## config.mk

```make
export PLATFORM = sky130hd
export DESIGN_NAME = prog_fetch
export DESIGN_NICKNAME = d
export VERILOG_FILES = /design/src/rtl/fetch_pkg.sv /design/src/rtl/prog_fetch_branch_lut.sv /design/src/rtl/prog_fetch.sv
export SDC_FILE = /design/constraint.sdc
export NUM_CORES = 1
export LEC_CHECK = 0
export ABC_AREA = 0
export CORE_MARGIN = 8
export CORE_UTILIZATION = 40
export DETAILED_ROUTE_END_ITERATION = 8
export PLACE_DENSITY = 0.66
export SYNTH_ARGS = -nofsm -noshare
export SYNTH_HDL_FRONTEND = slang
export SYNTH_SLANG_ARGS = --single-unit
```

## constraint.sdc

```tcl
create_clock -name clk_i -period 1.8 [get_ports clk_i]
set_input_delay 0.36 -clock clk_i [delete_from_list [all_inputs] [get_ports clk_i]]
set_output_delay 0.36 -clock clk_i [all_outputs]
set_load 0.02 [all_outputs]
```

## src/rtl/fetch_pkg.sv

```systemverilog
// Shared types, default widths and the assembler-generated branch-target table
// for the program-counter / fetch sequencer.
package fetch_pkg;

  localparam int PC_W_DEF  = 10;
  localparam int LUT_W_DEF = 4;
  localparam int CNT_W_DEF = 16;

  typedef enum logic [1:0] {
    IDLE   = 2'd0,
    RUN    = 2'd1,
    HALTED = 2'd2
  } fetch_state_t;

  // Absolute bne targets; regenerated together with the ROM image.
  localparam logic [PC_W_DEF-1:0] BR_TARGETS [2**LUT_W_DEF] = '{
    10'd100, 10'd200, 10'd5,   10'd40,
    10'd300, 10'd17,  10'd512, 10'd1023,
    10'd64,  10'd2,   10'd900, 10'd33,
    10'd128, 10'd700, 10'd250, 10'd1
  };

endpackage

```

## src/rtl/prog_fetch_branch_lut.sv

```systemverilog
// Combinational branch-target lookup: lut_idx -> absolute pc, resized to PC_W
// (zero-extended when PC_W is wider than the table, truncated when narrower).
module branch_lut
  import fetch_pkg::*;
#(
  parameter int PC_W  = PC_W_DEF,
  parameter int LUT_W = LUT_W_DEF
) (
  input  logic [LUT_W-1:0] lut_idx_i,
  output logic [PC_W-1:0]  target_o
);

  assign target_o = PC_W'(BR_TARGETS[lut_idx_i]);

endmodule

```

## src/rtl/prog_fetch.sv

```systemverilog
// Program counter and fetch sequencer: IDLE -> RUN -> HALTED, one instruction per
// cycle with 0-wait ROM, bne redirect through the target LUT, saturating RUN-cycle count.
module prog_fetch
  import fetch_pkg::*;
#(
  parameter int PC_W  = PC_W_DEF,
  parameter int LUT_W = LUT_W_DEF,
  parameter int CNT_W = CNT_W_DEF
) (
  input  logic             clk_i,
  input  logic             reset_i,
  input  logic             start_i,
  input  logic             branch_i,
  input  logic             alu_zero_i,
  input  logic             halt_i,
  input  logic [LUT_W-1:0] lut_idx_i,
  output logic [PC_W-1:0]  pc_o,
  output logic             running_o,
  output logic             done_o,
  output logic [CNT_W-1:0] cycle_cnt_o
);

  fetch_state_t     state_q, state_d;
  logic [PC_W-1:0]  pc_q, pc_d;
  logic [CNT_W-1:0] cnt_q, cnt_d;
  logic [PC_W-1:0]  br_target;

  branch_lut #(
    .PC_W  (PC_W),
    .LUT_W (LUT_W)
  ) u_lut (
    .lut_idx_i (lut_idx_i),
    .target_o  (br_target)
  );

  always_comb begin
    state_d = state_q;
    pc_d    = pc_q;
    cnt_d   = cnt_q;
    case (state_q)
      IDLE, HALTED: begin
        if (start_i) begin
          state_d = RUN;
          pc_d    = '0;
          cnt_d   = '0;
        end
      end
      RUN: begin
        if (cnt_q != {CNT_W{1'b1}}) begin
          cnt_d = cnt_q + 1'b1;
        end
        // Halt freezes pc on the halt instruction, even if a branch is decoded too.
        if (halt_i) begin
          state_d = HALTED;
        end else if (branch_i && !alu_zero_i) begin
          pc_d = br_target;
        end else begin
          pc_d = pc_q + 1'b1;
        end
      end
      default: begin
        state_d = IDLE;
        pc_d    = '0;
        cnt_d   = '0;
      end
    endcase
  end

  always_ff @(posedge clk_i) begin
    if (reset_i) begin
      state_q <= IDLE;
      pc_q    <= '0;
      cnt_q   <= '0;
    end else begin
      state_q <= state_d;
      pc_q    <= pc_d;
      cnt_q   <= cnt_d;
    end
  end

  assign pc_o        = pc_q;
  assign running_o   = (state_q == RUN);
  assign done_o      = (state_q == HALTED);
  assign cycle_cnt_o = cnt_q;

endmodule
```

# Word-level counts from Yosys, hierarchy flattened
# Memories as Yosys holds them, arrays and structs flattened.
# Index checks and enable logic that the tools add are counted.
# classes
div	0
muxes	12
n_mul	0
n_eq_ne	7
reduce_logical	7
magnitude_cmp	1
shifts	0
n_bitwise	1
add_sub_neg	2
# ops
cell	n
$mux 10	5
$mux 16	2
$pmux 16 s2	1
$pmux 10 s2	1
$add 16x1->16 const B	1
$ne 16x16->1 const B	1
$add 10x1->10 const B	1
$ne 2x2->1 const B	3
$reduce_and 2->1	3
$ge 5x5->1 const B	1
$not 4->5	1
$mux 2	2
$pmux 2 s2	1
$eq 2x1->1 const B	1
$eq 2x2->1 const B	1
$logic_not 2->1	1
$ne 2x1->1 const B	1
$reduce_or 2->1	1
$logic_and 1x1->1	1
$logic_not 1->1	1
# word_totals
in_bits	10
ram_bits	0
latch_bits	0
ff_bits	28
output_inout_bits	28
n_memories	1
rom_bits	160
# memory_table
name	words	width	rd	rd_clocked_by_memory_dff	write_ports	line	rtl
(name not given)	16	10	1	0	0	prog_fetch_branch_lut.sv:13	assign target_o = PC_W'(BR_TARGETS[lut_idx_i]);

# Longest topological paths before layout
# depth
depth_word	7
ltp_mapped	7

# Cells and area by module
# From an unflattened synthesis, not the netlist that was laid out.
# unflattened
hier_cells	242
area_unflattened_um2	1975.6
# modules_own_cells
mod	cells_per_inst	instances	area_per_inst_um2
prog_fetch	206	1	1657.8
branch_lut	36	1	317.8

# Worst setup path before layout
# Ideal clock, no wire load.
# synth_timing
path_kind	reg-to-reg
start	register cnt_q[4] (netlist: cycle_cnt_o[4])
end	register cnt_q[15] (netlist: cycle_cnt_o[15])
path_buffers	0
slack_ns	0.110
arrival_time_ns	1.563
setup_time_ns	0.128
path_stages_with_launch	6
cell_sequence	dfxtp_1 > nand4_2 > or3_4 > nor4_2 > xnor2_1 > nor2_1
# synth_via
elab_chain_cells	3
word_cells_on_any_way	6
# synth_rtl
element	line	rtl
start: declaration	prog_fetch.sv:25	logic [CNT_W-1:0] cnt_q, cnt_d;
start signal: assignment	prog_fetch.sv:77	cnt_q <= cnt_d;
$add 16x1->16 / $ne 16x16->1 (equally long branches)	prog_fetch.sv:50, prog_fetch.sv:49	
$mux 16 / $ne 2x1->1 (equally long branches)	--	
$pmux 16 s2 / $reduce_and 2->1 (equally long branches)	--	
# Several ways; a longest one is shown, not always the timed one. The select of a mux whose other input is x is not followed.
# A chain may end at the register's enable or synchronous reset.

# Final worst setup path
# layout_timing
start	register pc_q[4] (netlist: pc_o[4])
end	output port pc_o[4]
# layout_rtl
element	line	rtl
start: declaration	prog_fetch.sv:24	logic [PC_W-1:0] pc_q, pc_d;
start signal: assignment	prog_fetch.sv:76	pc_q <= pc_d;
end: declaration	prog_fetch.sv:17	output logic [PC_W-1:0] pc_o,
# No word-level cell between the ends.

==> results.txt <==
- Outcome: completed
- Measured on the finished design, the core utilization comes to 59.67%.
- In this run the remaining antenna-violating nets after routing total 0.
- Initial antenna violation count: 0
- For this run, the total global-route usage over all layers was measured as 15.13%.
- Hold wc startpoint: pc_o[9]$_SDFFE_PP0P_
* Reg-to-reg slack, setup: between 0.2 and 0.25 ns
- Later-pin clock latency in the skew report: roughly 0.28 ns
- Counting the fill cells in the layout gives 423.
- Sink Count: 28
- Yosys printed 0 warnings.
* CTS H-tree lvls: 1
- At the worst endpoint, the required time is 1.44 ns.
* Startpoint Class: register
* Number of standard-cell rows in the floorplan: 24
- The design draws 1391 uW.
- Clock Root Buffer: sky130_fd_sc_hd__clkbuf_8
* Net count after synthesis: 234
- The clock passes through at most 2 buffers.
- Global-route wire length before repair: 8.321 mm
* Die extent in y: approximately 82 um
- Full die area: ~0.0067 mm2
- Capturing element type of the critical path: output port
- Number of synthesized flops with an enable pin: 0
- The via count of the first global-routing pass is 1868.
* Lkg Pwr: 0.001046 uW
* Type of the setup path with the least slack: register to output port
- Synthesis handed over a netlist of between 200 and 250 instances.
* Register clock-pin slew on the reported worst setup and hold paths: 0.10 ns
* Count of buffer and inverter cells on the critical path: 1
- Final TNS setup: 0 ns
- Dividing the detail-routed wire length by the instance count gives 14.11 um.
- For hold timing, the worst endpoint is pc_o[9]$_SDFFE_PP0P_.
- The pre-antenna-repair detailed-routing pass consisted of 4 iterations.
- Measured along the x axis, the die boundary spans 82.15 um.
* Main flop type after synthesis: sky130_fd_sc_hd__dfxtp_1
* Unrepaired setup endpoints after global routing: false
- Walking the worst path, the cells encountered are clkdlybuf4s50_1.
- The finished layout holds 343 standard cells, fillers aside.
- Power Dens Cells: 542.7 mW/mm2
- The clock arrives with 0.004102 ns of skew.
* Cell class contributing the biggest share of worst-path delay: buffers and inverters
* CP Data Arrival Time: approximately 1.4 ns
- Peak VDD IR: 0.0004689 V
- Crit-path max FO: 7
- Hold repair after CTS inserted 0 buffers.
- Hold Path Stages: 1
- Using the TritonRoute via totals, the vias-per-cell ratio works out to 5.499.
* TritonCTS clock tree: done
- Detailed-route wire length: 4.841 mm
* Antenna diode count: 0
- The core region is around 0.0043 mm2.
- For this block, the initial DRC count from the detailed router was 90.
- Worst min-delay path class: register to register
- Of the post-synthesis cell area, the dominant cell type holds 32.02%.
- Yosys attributes the largest share of cell area to sky130_fd_sc_hd__dfxtp_1 32%, sky130_fd_sc_hd__xnor2_1 6.5%, sky130_fd_sc_hd__nor2_1 5.6%, sky130_fd_sc_hd__o21ai_0 4.6%, sky130_fd_sc_hd__a21oi_1 4.3%.
- Placed insts: around 340
- For this run, design rule violations remaining after detail routing come to 0.
- After synthesis, the netlist uses 52 different library cells.
* Least-Margin Pin Slew: around 0.36 ns
* Avg Cell Area, Syn: 8.029 um2
* Post-synthesis sequential element count: 28
* I/O pins: 38
- Minimum clock period: roughly 1.8 ns
* Critical register-to-register path endpoint: pc_o[3]$_SDFFE_PP0P_
- Max_slew headroom: 75.94%
- After the last flow step, the layout net total stands at roughly 310.
* Number of slew-limit violations in the final report: 0
* Cell with the largest stage delay on the worst path: sky130_fd_sc_hd__clkdlybuf4s50_1
- Once the floorplan was initialized, standard cells occupied between 40 and 50% of the core.
- Final-report hold violation count: 0
- After layout, the worst path uses 97.43% of the clock period.
- For this run, the register share of the synthesized area comes to between 30 and 40%.
- Synth area leader: sky130_fd_sc_hd__dfxtp_1
- After synthesis the cells add up to 0.001750 mm2.
- The area growth from synthesis to layout is 46.39%.
- The total overflow left after global routing is 0.
- The largest single stage delay on the critical path is 0.65 ns.
- Entering global routing, the biggest net connects 17 pins.
- The most critical setup path has its startpoint at pc_o[4]$_SDFFE_PP0P_.
- IO buf count: 37
- After synthesis, the share of flip-flops with an asynchronous set or reset is 0%.
- Max Fclk: 0.5702 GHz
- Final-report setup violation count: 0
- Across all hold checks on the routed design, the worst slack comes to 0.5181 ns.
* Number of buffers added for setup after CTS: 0
* Worst r2r path cells: 7
- Across the run, the number of max-cap violations was 0.
- Post-detail-place hpwl: between 3 and 4 mm
- The worst register-to-register path begins at state_q[1]$_SDFFE_PP0P_.
- Vias: 1886
* Ratio of cells with drive above 1 in the final layout: 20.96%
- Total clock buffers created by CTS: 3
* Final GP Congestion: 0.8552
## cells in the mapped netlist, drive strengths merged (2+ instances only)
cell type  number
clkbuf          5
nor2           26
dfxtp          28
ha              6
buf             2
nor2b           6
o21ai          16
a31oi           5
nand2b          2
and4            3
a21o            2
a22o            3
mux2i           3
nor3            8
a21oi          16
o211ai          3
xnor2          13
nand3           9
a211oi          4
nand4           5
nor3b           2
nand2          19
inv             8
nor4            3
## per-stage QoR
stage / setup WS [ns] / area, um2
after floorplan: 0.1097 / 1750
after global placement: -0.2670 / 2464
after detailed placement: -0.2940 / 2464
after CTS: 0.004182 / 2532
after global routing: 0.0001574 / 2562
final: 0.04619 / 2562
## sequential cells by signal (all words and copies together) (netlist names)
name         cells
pc_o            10
state_q          2
cycle_cnt_o     16
## power by group
part | internal [uW] | total (uW) | switching, uW
logic | 124 | 241 | 118
clock network | 298 | 508 | 210
registers | 629 | 641 | 12.4
## layout make-up
type | count | area (um2) | share of cell area [%]
Clock buffer | 3 | 41.29 | 1.611
Clock inverter | 1 | 30.03 | 1.172
Sequential cell | 28 | 561.8 | 21.92
Timing Repair Buffer | 76 | 684.4 | 26.71
Inverter | 8 | 30.03 | 1.172
Tap cell | 52 | 65.06 | 2.539
Multi-Input combinational cell | 175 | 1150 | 44.87
## what timing repair did
item                                    4_1_cts  5_1_grt
endpoints found under the setup margin        3       10
gates resized for setup                       4       11
pin swaps                                     0        1
## cell families after synthesis
family	synth area share (%)
AOI/OAI and AO/OA	22.16
muxes	1.716
buffers and inverters	3.288
DFF	32.02
adders and majority gates	4.289
xor gates and xnor gates	7.005
and+or+nand+nor	29.52
## layer usage
metal / part of all wire (%) / up-vias / GRT usage, %
li1: - / 946 / -
met3: 5.3 / 4 / 3.355
met2: 52 / 44 / 28.02
met1: 42 / 892 / 17.34
met4: 0.60 / 0 / 2.982
met5: 0 / - / 0
## worst max-delay path by stage
stage	end	depth (start not counted)
floorplan	cycle_cnt_o[15]$_SDFFE_PP0P_	5
finish	pc_o[4]	1
detailed placement	pc_o[8]$_SDFFE_PP0P_	8
CTS	pc_o[8]$_SDFFE_PP0P_	8
global route	cycle_cnt_o[4]	2
global placement	pc_o[8]$_SDFFE_PP0P_	8
## placed cells by master, fill, tap and decap left out, drive strengths merged, types with 6 or more instances in the layout
cell type | Yosys | final
buf | 2 | 39
clkdlybuf4s50 | 0 | 29
dfxtp | 28 | 28
nor2 | 26 | 26
nand2 | 19 | 19
a21oi | 16 | 16
o21ai | 16 | 16
xnor2 | 13 | 13
nand3 | 9 | 9
inv | 8 | 8
nor3 | 8 | 8
nor2b | 6 | 6
ha | 6 | 6
No activity file was read; power rests on OpenSTA's default activity.
